File: src/rtl/vend_credit_if.sv
// Coin/select handshake and credit status between the coin front-end and the
// vending credit controller.
interface vend_credit_if #(
   parameter int CREDIT_W = 7
);
   logic                nickelDetected;
   logic                dimeDetected;
   logic                quarterDetected;
   logic                select;
   logic                cancel;
   logic                soldOut;
   logic                dispense;
   logic                nickelOut;
   logic                coinReject;
   logic                denied;
   logic                busy;
   logic [CREDIT_W-1:0] credit;

   modport master (
      output nickelDetected, dimeDetected, quarterDetected, select, cancel, soldOut,
      input  dispense, nickelOut, coinReject, denied, busy, credit
   );

   modport slave (
      input  nickelDetected, dimeDetected, quarterDetected, select, cancel, soldOut,
      output dispense, nickelOut, coinReject, denied, busy, credit
   );
endinterface

File: src/rtl/vend_credit_controller.sv
// Vending credit controller: accumulates coin credit up to a ceiling, vends at a
// fixed price and pays change back as a paced train of nickel pulses.
//
// state  | meaning
// IDLE   | accepting coins, select and cancel
// CHANGE | paying back credit one nickel per CHANGE_GAP+1 cycles
module vend_credit_controller #(
   parameter int PRICE      = 30,
   parameter int MAX_CREDIT = 95,
   parameter int CREDIT_W   = 7,
   parameter int CHANGE_GAP = 2
) (
   input  logic         clk,
   input  logic         reset,
   vend_credit_if.slave bus
);

   typedef enum logic {
      IDLE   = 1'b0,
      CHANGE = 1'b1
   } state_t;

   localparam logic [CREDIT_W:0]   MAX_W   = (CREDIT_W+1)'(MAX_CREDIT);
   localparam logic [CREDIT_W-1:0] PRICE_W = CREDIT_W'(PRICE);
   localparam logic [CREDIT_W-1:0] NICKEL  = CREDIT_W'(5);
   localparam logic [3:0]          GAP_W   = 4'(CHANGE_GAP);

   state_t              state_q, state_d;
   logic [CREDIT_W-1:0] credit_q, credit_d;
   logic [3:0]          gap_q, gap_d;
   logic                dispense_q, dispense_d;
   logic                nickel_q, nickel_d;
   logic                reject_q, reject_d;
   logic                denied_q, denied_d;

   logic                coin_any;
   logic [CREDIT_W:0]   coin_value;
   logic [CREDIT_W:0]   sum;

   // One extra bit on the sum so an overflowing coin can be detected, not wrapped.
   always_comb begin
      coin_any = bus.nickelDetected | bus.dimeDetected | bus.quarterDetected;
      if (bus.nickelDetected)
         coin_value = (CREDIT_W+1)'(5);
      else if (bus.dimeDetected)
         coin_value = (CREDIT_W+1)'(10);
      else
         coin_value = (CREDIT_W+1)'(25);
      sum = {1'b0, credit_q} + coin_value;
   end

   always_comb begin
      state_d    = state_q;
      credit_d   = credit_q;
      gap_d      = gap_q;
      dispense_d = 1'b0;
      nickel_d   = 1'b0;
      reject_d   = 1'b0;
      denied_d   = 1'b0;
      case (state_q)
         IDLE: begin
            if (coin_any) begin
               if (sum > MAX_W)
                  reject_d = 1'b1;
               else
                  credit_d = sum[CREDIT_W-1:0];
            end else if (bus.select) begin
               if (credit_q >= PRICE_W && !bus.soldOut) begin
                  dispense_d = 1'b1;
                  credit_d   = credit_q - PRICE_W;
                  gap_d      = '0;
                  if (credit_q != PRICE_W)
                     state_d = CHANGE;
               end else begin
                  denied_d = 1'b1;
               end
            end else if (bus.cancel && credit_q != '0) begin
               state_d = CHANGE;
               gap_d   = '0;
            end
         end
         CHANGE: begin
            reject_d = coin_any;
            if (gap_q == '0) begin
               nickel_d = 1'b1;
               credit_d = credit_q - NICKEL;
               gap_d    = GAP_W;
               if (credit_q == NICKEL)
                  state_d = IDLE;
            end else begin
               gap_d = gap_q - 4'd1;
            end
         end
      endcase
   end

   always_ff @(posedge clk) begin
      if (reset) begin
         state_q    <= IDLE;
         credit_q   <= '0;
         gap_q      <= '0;
         dispense_q <= 1'b0;
         nickel_q   <= 1'b0;
         reject_q   <= 1'b0;
         denied_q   <= 1'b0;
      end else begin
         state_q    <= state_d;
         credit_q   <= credit_d;
         gap_q      <= gap_d;
         dispense_q <= dispense_d;
         nickel_q   <= nickel_d;
         reject_q   <= reject_d;
         denied_q   <= denied_d;
      end
   end

   assign bus.dispense   = dispense_q;
   assign bus.nickelOut  = nickel_q;
   assign bus.coinReject = reject_q;
   assign bus.denied     = denied_q;
   assign bus.busy       = (state_q == CHANGE);
   assign bus.credit     = credit_q;

endmodule

File: src/flat_wrapper.sv
// flat-port wrapper written by rule: the top's interface ports become plain ports
module vend_credit_controller_flat 
#(
   parameter int PRICE      = 30,
   parameter int MAX_CREDIT = 95,
   parameter int CREDIT_W   = 7,
   parameter int CHANGE_GAP = 2
)
  (clk, reset, bus_nickelDetected, bus_dimeDetected, bus_quarterDetected, bus_select, bus_cancel, bus_soldOut, bus_dispense, bus_nickelOut, bus_coinReject, bus_denied, bus_busy, bus_credit);
  vend_credit_if #(.CREDIT_W(CREDIT_W)) bus_i ();
  input  logic clk;
  input  logic reset;
  input wire logic [$bits(bus_i.nickelDetected)-1:0] bus_nickelDetected;
  input wire logic [$bits(bus_i.dimeDetected)-1:0] bus_dimeDetected;
  input wire logic [$bits(bus_i.quarterDetected)-1:0] bus_quarterDetected;
  input wire logic [$bits(bus_i.select)-1:0] bus_select;
  input wire logic [$bits(bus_i.cancel)-1:0] bus_cancel;
  input wire logic [$bits(bus_i.soldOut)-1:0] bus_soldOut;
  output wire logic [$bits(bus_i.dispense)-1:0] bus_dispense;
  output wire logic [$bits(bus_i.nickelOut)-1:0] bus_nickelOut;
  output wire logic [$bits(bus_i.coinReject)-1:0] bus_coinReject;
  output wire logic [$bits(bus_i.denied)-1:0] bus_denied;
  output wire logic [$bits(bus_i.busy)-1:0] bus_busy;
  output wire logic [$bits(bus_i.credit)-1:0] bus_credit;
  assign bus_i.nickelDetected = bus_nickelDetected;
  assign bus_i.dimeDetected = bus_dimeDetected;
  assign bus_i.quarterDetected = bus_quarterDetected;
  assign bus_i.select = bus_select;
  assign bus_i.cancel = bus_cancel;
  assign bus_i.soldOut = bus_soldOut;
  assign bus_dispense = bus_i.dispense;
  assign bus_nickelOut = bus_i.nickelOut;
  assign bus_coinReject = bus_i.coinReject;
  assign bus_denied = bus_i.denied;
  assign bus_busy = bus_i.busy;
  assign bus_credit = bus_i.credit;
  vend_credit_controller #(.PRICE(PRICE), .MAX_CREDIT(MAX_CREDIT), .CREDIT_W(CREDIT_W), .CHANGE_GAP(CHANGE_GAP)) u_core (.clk(clk), .reset(reset), .bus(bus_i));
endmodule
File: config.mk
export PLATFORM = sky130hd
export DESIGN_NAME = vend_credit_controller_flat
export DESIGN_NICKNAME = d
export VERILOG_FILES = /design/src/rtl/vend_credit_if.sv /design/src/rtl/vend_credit_controller.sv /design/src/flat_wrapper.sv
export SDC_FILE = /design/constraint.sdc
export NUM_CORES = 1
export LEC_CHECK = 0
export BUFFER_PORTS_ARGS = -buffer_cell sky130_fd_sc_hd__clkbuf_2
export CORE_UTILIZATION = 35
export CTS_BUF_LIST = sky130_fd_sc_hd__clkbuf_16
export CTS_CLUSTER_DIAMETER = 120
export DETAILED_ROUTE_END_ITERATION = 8
export PLACE_DENSITY = 0.67
export SLEW_MARGIN = 20
export SYNTH_ARGS = -nofsm -noshare
export SYNTH_HDL_FRONTEND = slang
export SYNTH_SLANG_ARGS = --single-unit
File: constraint.sdc
create_clock -name clk -period 2.62 [get_ports clk]
set_input_delay 0.131 -clock clk [delete_from_list [all_inputs] [get_ports clk]]
set_output_delay 0.131 -clock clk [all_outputs]
set_load 0.005 [all_outputs]
# After elaboration in Yosys (flattened, before gate mapping)
# Index checks and enable logic that the tools add are counted.
# word_totals
elab_cells,63
input_bits,8
regBits,16
# classes
n_bitwise,4
eq_ne,9
mux,28
add_sub_neg,4
order_cmp,2
reduce_logical,9
# ops
op,n
$mux 7,5
$mux 4,5
$pmux 7 s2,1
$mux 1,12
$mux 5,2
$ne 3x2->1 const B,3
$add 7x5->8,1
$gt 8x7->1 const B,1
$pmux 4 s2,1
$eq 7x3->1 const B,1
$ge 7x5->1 const B,1
$ne 7x5->1 const B,1
$reduce_bool 7->1,1
$sub 7x3->7 const B,1
$sub 7x5->7 const B,1
$logic_not 4->1,1
$ne 2x2->1 const B,2
$pmux 1 s2,2
$reduce_and 4->1,1
$reduce_or 4->1,1
$sub 4x1->4 const B,1
$ne 3x1->1 const B,1
$ne 3x3->1 const B,1
$reduce_and 3->1,1
other kinds (5),8

# Logic depth before layout (Yosys ltp)
# logic_depth
depth_word,7
ltp_mapped,12
depth_no_buf,11

# Worst setup path before layout
# No wires, ideal clock.
# synth_timing
path_kind,register -> register
startpoint,"register u_core.credit_q[0], in the netlist u_core.bus.credit[0]"
endpoint,"register u_core.credit_q[0], in the netlist u_core.bus.credit[0]"
required_time_ps,2534
slack_ps,59
period_less_slack_ps,2561
stages_incl_launch_ff,10
arrival_ps,2474
cell_sequence,dfxtp_1 -> ha_1 -> inv_1 -> fa_1 -> nor2b_1 -> o31ai_2 -> or4b_4 -> and2_4 -> a31o_1 -> a221oi_2
# synth_via
elab_chain_cells,5
elab_cells_between_ends,15
cone_classes,add/sub: 3; order compare: 2; eq/ne: 2; mux: 6; reduce/logical: 2
# synth_lines
element,line,source
start: declaration,vend_credit_controller.sv:29,"logic [CREDIT_W-1:0] credit_q, credit_d;"
start signal: assignment,vend_credit_controller.sv:108,credit_q <= credit_d;
branches (longest 5 deep; another with $add 7x5->8),n/a,
# Parallel ways; which one is timed is not known. The select of a mux whose other input is x is not followed.
# A chain may end at the register's enable or synchronous reset.

# Worst setup path after layout
# layout_timing
startpoint,"register u_core.credit_q[0], in the netlist u_core.bus.credit[0]"
endpoint,"register u_core.credit_q[1], in the netlist u_core.bus.credit[1]"
# The elaborated chain is that of the path after synthesis.

==> results.toml <==
[synthesis]
synthTopCellsByArea = "dfxtp_1 (24%), ha_1 (11%), a21oi_1 (5.5%)"
synthFlopType = "dfxtp_1"
synth_top_area_share_pct = 23.59
ys_ff_latch = 16
synth_edf_count = 0
synth_warnings = 0
synth_cell_types = 50
syn_nets = 185
netlist_area_sq_um = 1358
synth_top_area_cell = "dfxtp_1"
async_reset_ff_share_pct = 0
synth_common_cells = "nor2_1 (19), dfxtp_1 (16), a21oi_1 (15), ha_1 (12), inv_1 (10)"
syn_inst = 164
ys_seq_area_share_pct = 23.59
synth.most_common_cell = "nor2_1"
syn_avg_cell_area_sq_um = 8.278

[detailed_routing]
m1WireLength_um = 1771
highest_layer = "met4"
met2WireLength_um = 1723
wl_per_cell_um = 15.68
routed_wl_um = 3825
vias = 1384
drc_errors = 0
drtPass1Iterations = 4
dr.first_iter.drc_count = 80
vias_per_cell = 5.672
drtAntennaViolNets = 0
met3RoutedLength_um = 274

[cells_and_area]
drive_above_1_share_pct = 28.57
fillers = 391
fin_area_sq_um = 1689
multi_input_area_sq_um = 988.4
area_growth_syn_to_layout_pct = 24.42
finalNetCount = 218
regArea_sq_um = 320.3
diodes = 0

[setup_path]
crit_type = "register to register"
worstPathArrival_ns = 2.73
critical_path.startpoint_type = "register"
cp.buffers_inverters = 1
cp_max_fo = 6
crit_chain = "ha_1 > inv_1 > fa_1 > nor2b_2 > o31ai_2 > or4b_4 > a31oi_2 > nor2_1 > a211oi_2"
critical_path.max_stage_delay_ns = 0.53
worstSetupEndpointType = "register"
worst_ep_required_time_ns = 2.79
slowest_stage = "or4b_4"
cp_top_family = "simple AND/OR/NAND/NOR gates"

[grt]
grt.overflow.total = 0
grt_pass1_vias = 1287
antenna_found_initial = 0
grt_use_total_pct = 19.74
grt_first_pass_wirelength_um = 6203
grt_max_degree = 17

[timing]
relSlewSlack_pct = 50.18
holdWs_ns = 0.07877
setup_violations = 0
worst_pin_slew_ns = 0.7410
hold_viol = 0
timing.fmax_mhz = 391.5
slew_viol_final = 0
rsz0062_at_grt = "true"
period_minus_slack_ns = 2.554
skew_ns = 0.003140
period_share_pct = 97.49

[placement]
routabilityCongestion = 0.9236
placed_cell_area_sq_um = 1584
numPortBuffers = 19
dp_hpwl_um = 2857

[flow_run]
max_cap_viol_count = 0

[clock_tree]
h-tree-depth = 1
clkTransAtPathRegs_ns = 0.05
cts_root_buffer = "clkbuf_16"
cts_tree = "built"
cts.path.max_buffers = 2
hold_buffers = 0
cts_made_buffers = 3
clock-sinks = 16
clock_latency_ns = 0.25

[floorplanning]
fp.coreArea_sq_um = 3689
ioPinCount = 20
die_w_um = 64.28
dieArea_sq_um = 4132
initial_core_util_pct = 36.80
die_h_um = 64.28
rows = 22

[hold_path]
worst_hold_path_type = "input pin to register"

[power_and_ir_drop]
power_density_nw_per_um2 = 701.3
leakage_uw = 0.0006896
vdd_drop_max_v = 0.0002681
p_total_uw = 1185

[outcome]
status = "completed"
[cell families (layout without fill, tap and decap cells)]
family,Yosys count,after routing,share of synthesized area (%)
flip-flops,16,16,23.59
XOR/XNOR,2,2,1.291
multiplexers,1,1,0.7374
buffers and inverters,17,48,5.530
AO/OA/AOI/OAI,57,58,32.26
AND/OR/NAND/NOR,58,58,24.06
adder cells (fa/ha/maj),13,13,12.53
[power by group]
group	total (uW)	switching, uW	internal, uW
combinational	568	316	252
clock	307	104	203
sequential	309	34.0	275
[cells in the final DEF (no fill, tap or decap), types with 2 or more instances in the layout]
cell | netlist | layout
nor3b_2 | 2 | 2
o21ai_0 | 8 | 8
nor3_1 | 5 | 5
buf_4 | 0 | 14
xnor2_1 | 2 | 2
a211oi_1 | 2 | 2
a21oi_1 | 15 | 15
clkbuf_2 | 0 | 19
nor2b_1 | 3 | 2
or3_1 | 3 | 3
a21o_1 | 3 | 3
a211o_1 | 2 | 2
ha_1 | 12 | 12
nor4_1 | 3 | 3
nand2_1 | 7 | 7
o21ai_1 | 3 | 3
o31ai_2 | 3 | 3
o21a_1 | 3 | 3
nand3_1 | 3 | 3
clkbuf_16 | 0 | 3
a311oi_1 | 3 | 3
o31ai_1 | 2 | 2
a211oi_2 | 3 | 3
dfxtp_1 | 16 | 16
nor2_1 | 19 | 19
nand3b_1 | 2 | 2
nand2b_1 | 2 | 2
inv_1 | 10 | 10
[timing repair]
item | CTS | global route
resized for setup | 0 | 2
setup endpoints to repair | 0 | 6
setup buffers | 0 | 0
[area by class of cell]
cell class,instances,share of cell area [%]
Multi-Input combinational cell,132,58.52
Sequential cell,16,18.96
Timing Repair Buffer,33,11.85
Clock buffer,3,4.444
Tap cell,48,3.556
Inverter,11,2.444
Clock inverter,1,0.2222
[sequential cells by signal, summed over array words and instances (netlist names)]
register	flops
u_core.bus.dispense	1
u_core.bus.denied	1
u_core.bus.coinReject	1
u_core.bus.nickelOut	1
u_core.bus.credit	7
u_core.gap_q	4
u_core.bus.busy	1
[stage by stage]
step	setup WS, ns	TNS, ns	util (%)	cells
after global placement	0.08135	0	42.94	239
after detailed placement	-0.01883	-0.04695	42.94	239
after global routing	-0.08290	-0.1987	45.79	244
final	0.06585	0	45.79	244
after floorplan	0.05917	0	-	164
after CTS	0.06145	0	45.08	243
[path summary, 6_finish.rpt]
check | start | endpoint | slack, ns | cells after the start
min reg2reg | u_core.gap_q[2]$_SDFFE_PP0P_ | u_core.gap_q[2]$_SDFFE_PP0P_ | 0.52 | 2
max reg2reg | u_core.bus.credit[0]$_SDFFE_PP0P_ | u_core.bus.credit[1]$_SDFFE_PP0P_ | 0.07 | 9
max | u_core.bus.credit[0]$_SDFFE_PP0P_ | u_core.bus.credit[1]$_SDFFE_PP0P_ | 0.07 | 9
min | bus_soldOut | u_core.bus.dispense$_SDFF_PP0_ | 0.08 | 2
[routing by layer]
metal  global-route usage [%]  vias to the layer above
met5                        0                        -
met4                    8.889                        0
met3                    3.393                        4
met2                    30.13                       52
met1                    26.80                      650
li1                         -                      678
(Power assumes the default switching activity.)
